[src/rtl/mem_load_store_requester.sv]
// Memory-request initiator: turns one pipeline load/store into a memory_io request, returns aligned/extended data.
// Latency: request one cycle after accept; done one cycle after the matching response (N+3 against a next-cycle responder).
// Backpressure: op_ready only in IDLE, so one request is outstanding; responses cannot be stalled and are never buffered.
// Optional build macro MEM_REQUESTER_STATS_EN adds stat_loads / stat_stores / stat_stray_rsp counters.

package memory_io_pkg;
  localparam int unsigned USER_TAG_W = 4;

  typedef struct packed {
    logic                  valid;
    logic [3:0]            do_read;
    logic [3:0]            do_write;
    logic [31:0]           addr;
    logic [31:0]           data;
    logic [USER_TAG_W-1:0] user_tag;
  } memory_io_req32;

  typedef struct packed {
    logic                  valid;
    logic [31:0]           data;
    logic [USER_TAG_W-1:0] user_tag;
  } memory_io_rsp32;
endpackage

module mem_load_store_requester #(
  parameter int unsigned timeout_cycles   = 16,
  parameter bit          enable_tag_check = 1'b1
) (
  input  logic                           clk,
  input  logic                           reset,
  input  logic                           op_valid,
  output logic                           op_ready,
  input  logic                           op_is_store,
  input  logic [1:0]                     op_size,
  input  logic                           op_unsigned,
  input  logic [31:0]                    op_addr,
  input  logic [31:0]                    op_wdata,
  input  logic [4:0]                     op_rd,
  output memory_io_pkg::memory_io_req32  req,
  input  memory_io_pkg::memory_io_rsp32  rsp,
  output logic                           done_valid,
  output logic [31:0]                    done_rdata,
  output logic [4:0]                     done_rd,
  output logic                           done_is_store,
  output logic                           misaligned_err,
  output logic                           timeout_err
`ifdef MEM_REQUESTER_STATS_EN
  ,
  output logic [31:0]                    stat_loads,
  output logic [31:0]                    stat_stores,
  output logic [31:0]                    stat_stray_rsp
`endif
);
  import memory_io_pkg::*;

  typedef enum logic {S_IDLE, S_WAIT} state_t;

  // Counter must hold timeout_cycles-1; expiry is judged on the last WAIT cycle.
  localparam int unsigned    CNT_W    = $clog2(timeout_cycles + 1);
  localparam logic [CNT_W-1:0] CNT_LAST = CNT_W'(timeout_cycles - 1);

  state_t                state, state_nx;
  logic [USER_TAG_W-1:0] tag;
  logic [CNT_W-1:0]      cnt;

  // Attributes of the outstanding op, needed when the response returns.
  logic [1:0]            lat_size;
  logic                  lat_unsigned;
  logic [1:0]            lat_lane;
  logic [4:0]            lat_rd;
  logic                  lat_is_store;

  logic                  accept;
  logic                  misaligned;
  logic                  issue;
  logic                  rsp_match;
  logic                  expire;
  logic [3:0]            be_base;
  logic [3:0]            be_mask;
  logic [31:0]           st_data;
  logic [31:0]           ld_shift;
  logic [31:0]           ld_data;

  assign accept = op_valid && op_ready;

  // Size/alignment decode of the offered op: byte enables, store lane replication, legality.
  always_comb begin
    misaligned = 1'b0;
    be_base    = 4'b1111;
    st_data    = op_wdata;
    case (op_size)
      2'b00: begin
        be_base = 4'b0001;
        st_data = {4{op_wdata[7:0]}};
      end
      2'b01: begin
        misaligned = op_addr[0];
        be_base    = 4'b0011;
        st_data    = {2{op_wdata[15:0]}};
      end
      2'b10: begin
        misaligned = |op_addr[1:0];
      end
      default: begin
        misaligned = 1'b1;
      end
    endcase
    be_mask = be_base << op_addr[1:0];
  end

  // Load result: bring the addressed lane down to bit 0, then extend to 32 bits.
  always_comb begin
    ld_shift = rsp.data >> {lat_lane, 3'b000};
    case (lat_size)
      2'b00:   ld_data = {{24{~lat_unsigned & ld_shift[7]}},  ld_shift[7:0]};
      2'b01:   ld_data = {{16{~lat_unsigned & ld_shift[15]}}, ld_shift[15:0]};
      default: ld_data = ld_shift;
    endcase
  end

  // FSM state register.
  always_ff @(posedge clk) begin
    if (reset) state <= S_IDLE;
    else       state <= state_nx;
  end

  // FSM next state: leave IDLE on a legal accept, leave WAIT on match or expiry.
  always_comb begin
    state_nx = state;
    case (state)
      S_IDLE:  if (issue)              state_nx = S_WAIT;
      S_WAIT:  if (rsp_match || expire) state_nx = S_IDLE;
      default:                          state_nx = S_IDLE;
    endcase
  end

  // FSM outputs: handshake and the per-cycle decisions feeding the datapath registers.
  always_comb begin
    op_ready  = (state == S_IDLE);
    issue     = accept && !misaligned;
    rsp_match = (state == S_WAIT) && rsp.valid &&
                (!enable_tag_check || (rsp.user_tag == tag));
    expire    = (state == S_WAIT) && !rsp_match && (cnt == CNT_LAST);
  end

  // Registered request, completion pulses, tag and timeout counter.
  always_ff @(posedge clk) begin
    if (reset) begin
      req            <= '0;
      tag            <= '0;
      cnt            <= '0;
      lat_size       <= '0;
      lat_unsigned   <= 1'b0;
      lat_lane       <= '0;
      lat_rd         <= '0;
      lat_is_store   <= 1'b0;
      done_valid     <= 1'b0;
      done_rdata     <= '0;
      done_rd        <= '0;
      done_is_store  <= 1'b0;
      misaligned_err <= 1'b0;
      timeout_err    <= 1'b0;
    end else begin
      req.valid <= issue;
      if (issue) begin
        req.do_read   <= op_is_store ? 4'b0000 : be_mask;
        req.do_write  <= op_is_store ? be_mask : 4'b0000;
        req.addr      <= op_addr;
        req.data      <= op_is_store ? st_data : 32'd0;
        req.user_tag  <= tag + 1'b1;
        tag           <= tag + 1'b1;
        lat_size      <= op_size;
        lat_unsigned  <= op_unsigned;
        lat_lane      <= op_addr[1:0];
        lat_rd        <= op_rd;
        lat_is_store  <= op_is_store;
      end
      // Counts WAIT cycles only; stray responses do not touch it.
      cnt <= ((state == S_WAIT) && !rsp_match && !expire) ? cnt + 1'b1 : '0;

      done_valid     <= rsp_match;
      done_rdata     <= (rsp_match && !lat_is_store) ? ld_data : 32'd0;
      done_rd        <= rsp_match ? lat_rd : 5'd0;
      done_is_store  <= rsp_match && lat_is_store;
      misaligned_err <= accept && misaligned;
      timeout_err    <= expire;
    end
  end

`ifdef MEM_REQUESTER_STATS_EN
  // Wrapping event counters: completed loads/stores and responses that matched nothing.
  always_ff @(posedge clk) begin
    if (reset) begin
      stat_loads     <= '0;
      stat_stores    <= '0;
      stat_stray_rsp <= '0;
    end else begin
      if (rsp_match && !lat_is_store) stat_loads  <= stat_loads + 32'd1;
      if (rsp_match &&  lat_is_store) stat_stores <= stat_stores + 32'd1;
      if (rsp.valid && !rsp_match)    stat_stray_rsp <= stat_stray_rsp + 32'd1;
    end
  end
`endif

endmodule

[config.mk]
export PLATFORM = sky130hd
export DESIGN_NAME = mem_load_store_requester
export DESIGN_NICKNAME = d
export VERILOG_FILES = /design/src/rtl/mem_load_store_requester.sv
export SDC_FILE = /design/constraint.sdc
export NUM_CORES = 1
export LEC_CHECK = 0
export ABC_AREA = 1
export CAP_MARGIN = 10
export CORE_ASPECT_RATIO = 1.1
export CORE_MARGIN = 2
export CORE_UTILIZATION = 47
export CTS_CLUSTER_SIZE = 10
export DETAILED_ROUTE_END_ITERATION = 8
export GPL_TIMING_DRIVEN = 0
export PLACE_DENSITY = 0.87
export SLEW_MARGIN = 20
export SYNTH_ARGS = -nofsm -noshare
export SYNTH_HDL_FRONTEND = slang
export SYNTH_SLANG_ARGS = --single-unit
[constraint.sdc]
create_clock -name clk -period 3.3 [get_ports clk]
set_clock_uncertainty 0.15 [all_clocks]
set_input_delay 0.99 -clock clk [delete_from_list [all_inputs] [get_ports clk]]
set_output_delay 0.99 -clock clk [all_outputs]
set_load 0.01 [all_outputs]
==> results_dict.tcl <==
set metrics [dict create \
    setup_viol 0 \
    period_share_pct 79.6 \
    status "completed" \
    p_leak_uw 0.00373 \
    cts.sinks 133 \
    irDropWorstVdd_uv 269 \
    viasPerCell 4.92 \
    die_w_um 109 \
    start_kind "register" \
    cts-hold-fix-buffers 0 \
    routed-via-count 5964 \
    synth.net_count 912 \
    h-tree-depth 4 \
    dieHeight_um 119 \
    hpwl_um 13300 \
    die-area_um2 12900 \
    critPathCaptureType "primary output" \
    cpMaxStageDelayCell "clkdlybuf4s50_1" \
    path_clk_slew_ns 0.06 \
    cp_num_buf_inv 1 \
    drc 0 \
    first_iter_violations 251 \
    overflow 0 \
    finalHoldViolations 0 \
    io_buffers 230 \
    arrival_ns 1.49 \
    rsz0062_at_grt "false" \
    post_dp_cell_area_um2 8160 \
    synth_warnings 0 \
    start_util_pct 47.7 \
    switching_share_pct 27.1 \
    gp_routability_congestion 0.956 \
    report.final.slew_viol_count 0 \
    p_seq_share_pct 40.7 \
    synth_area_um2 5660 \
    fin_setup_tns_ns 0 \
    fillCellCount 961 \
    ys_seq_area_share_pct 47.0 \
    grt_pass1_wl_um 28000 \
    dr.pass1.iters 5 \
    yosysUniqueCellTypes 26 \
    groute.usage.overall_pct 27.9 \
    netlist_instances 796 \
    crit_type "reg -> out" \
    row_count 42 \
    ios 232 \
    period_needed_ns 2.63 \
    hold_class "reg -> reg" \
    avgRoutedWirePerCell_um 14.7 \
    layout-drive-gt1-share_pct 8.33 \
    cts_tree "yes" \
    critPathMaxFanout 5 \
    num-nets-final 1161 \
    syn_area_per_cell_um2 7.11 \
    worst_slack_ns 0.672 \
    maxSlewHeadroom_pct 58.6 \
    postCtsResizedCells 0 \
    grt_pass1_vias 5723 \
    comb_power_share_pct 17.0 \
    ys.flop_type "dfxtp_1" \
    design_area_um2 8710 \
    max_freq_mhz 380 \
    internal_power_uw 3050 \
    path_cells "clkdlybuf4s50_1" \
    place_ws_ns 0.385 \
    drv_cap 0 \
    grt_antenna_before_repair 0 \
    power_density_nw_per_um2 480 \
    ant_nets 0 \
    finalWirelength_um 17800 \
    root_buffer "clkbuf_16" \
    clock_power_share_pct 42.3 \
    cp.required_ns 2.16 \
    synth-seq-cells 133 \
    grt_max_degree 17 \
    clock_latency_ns 0.41 \
    antennaDiodeCount 0 \
    async_flop_share_pct 0 \
    cts_buffers 17 \
    coreArea_um2 11900 \
    clockBufferDepth 2 \
    p_sw_uw 1130 \
    cpPeakStageDelay_ns 0.62 \
    postCtsSetupRepairBufs 0 \
    synth_edf_count 0 \
    area_growth_pct 53.9 \
    crit_family "buffers and inverters" \
    worstMarginPinSlew_ns 0.619 \
]
[metal layers]
layer	share of wire, %	vias up	global-route usage (%)
met5	0	-	0
met4	3.1	0	10.9
met3	9.2	49	9.52
met2	49	263	48.6
met1	39	2652	30.8
li1	-	3000	-
[path summary, 6_finish.rpt]
check                                from          to  slack, ns  cells after the start
worst max-delay path               tag[0]      req[0]       0.67                      1
worst min-delay path            lat_rd[4]  done_rd[4]       0.29                      2
worst max register to register      state     req[71]       1.60                      6
worst min register to register  lat_rd[4]  done_rd[4]       0.29                      2
[flip-flops by register name, summed over array words and instances, names as in the netlist]
signal	cells
misaligned_err	1
lat_size	2
done_valid	1
req	73
done_rdata	32
done_is_store	1
cnt	5
tag	4
lat_unsigned	1
done_rd	5
lat_is_store	1
lat_rd	5
state	1
timeout_err	1
[placed cells by master, fill, tap and decap left out, types with 6 or more instances in the layout]
cell / instances
a21oi_1: 43
buf_2: 17
buf_6: 6
clkbuf_1: 16
clkbuf_16: 17
clkdlybuf4s50_1: 230
dfxtp_1: 133
inv_1: 67
inv_2: 7
nand2_1: 220
nand3_1: 66
nor2_1: 105
nor2_2: 8
o21a_1: 15
o21ai_0: 63
or2_2: 8
[final cells by class]
class,instances,area [um^2],area share [%]
inverters,74,278,3.19
clock inverters,14,130,1.49
well taps,154,193,2.21
plain buffers,44,246,2.83
clock buffers,17,425,4.88
repair buffers,230,2300,26.4
multi-input cells,545,2470,28.4
flip-flops and latches,133,2660,30.6
[kinds of logic (layout without fill, tap and decap cells)]
group                    Yosys count  count (layout)  synth area share, %
XOR/XNOR                           4               4                0.619
flip-flops                       133             133                 47.0
buffers and inverters            118             379                 9.26
adder cells (fa/ha/maj)            3               3                0.663
AND/OR/NAND/NOR                  417             417                 31.1
AO/OA/AOI/OAI                    121             121                 11.4
[power by group through the flow]
stage | clock [uW] | combinational (uW) | sequential, uW
CTS | 1780 | 707 | 1700
floorplan | 0 | 334 | 1760
global placement | 0 | 693 | 1730
finish | 1770 | 713 | 1700
global route | 1860 | 781 | 1710
detailed placement | 0 | 700 | 1740
[synthesized netlist by cell type, drive strengths merged, types with 3 or more instances]
master	instances	area share, %
o21ai	63	5.6
nor2	114	8.0
clkbuf	16	1.1
dfxtp	133	47
or2	8	0.88
buf	28	3.3
xor2	3	0.46
nand3	69	6.6
inv	74	4.9
a21oi	43	3.8
nand2	223	15
o21a	15	2.0
ha	3	0.66
[through the flow]
step | utilization, % | hold slack, ns | std cells | power (uW)
2_1_floorplan | - | 0.266 | 796 | 2090
3_5_place_dp | 68.7 | 0.278 | 1180 | 2440
6_report | 73.3 | 0.292 | 1211 | 4180
4_1_cts | 73.3 | 0.291 | 1211 | 4200
3_3_place_gp | 68.7 | 0.274 | 1180 | 2430
5_1_grt | 73.3 | 0.320 | 1211 | 4350
Note: power is estimated with default switching activity, not from simulation.
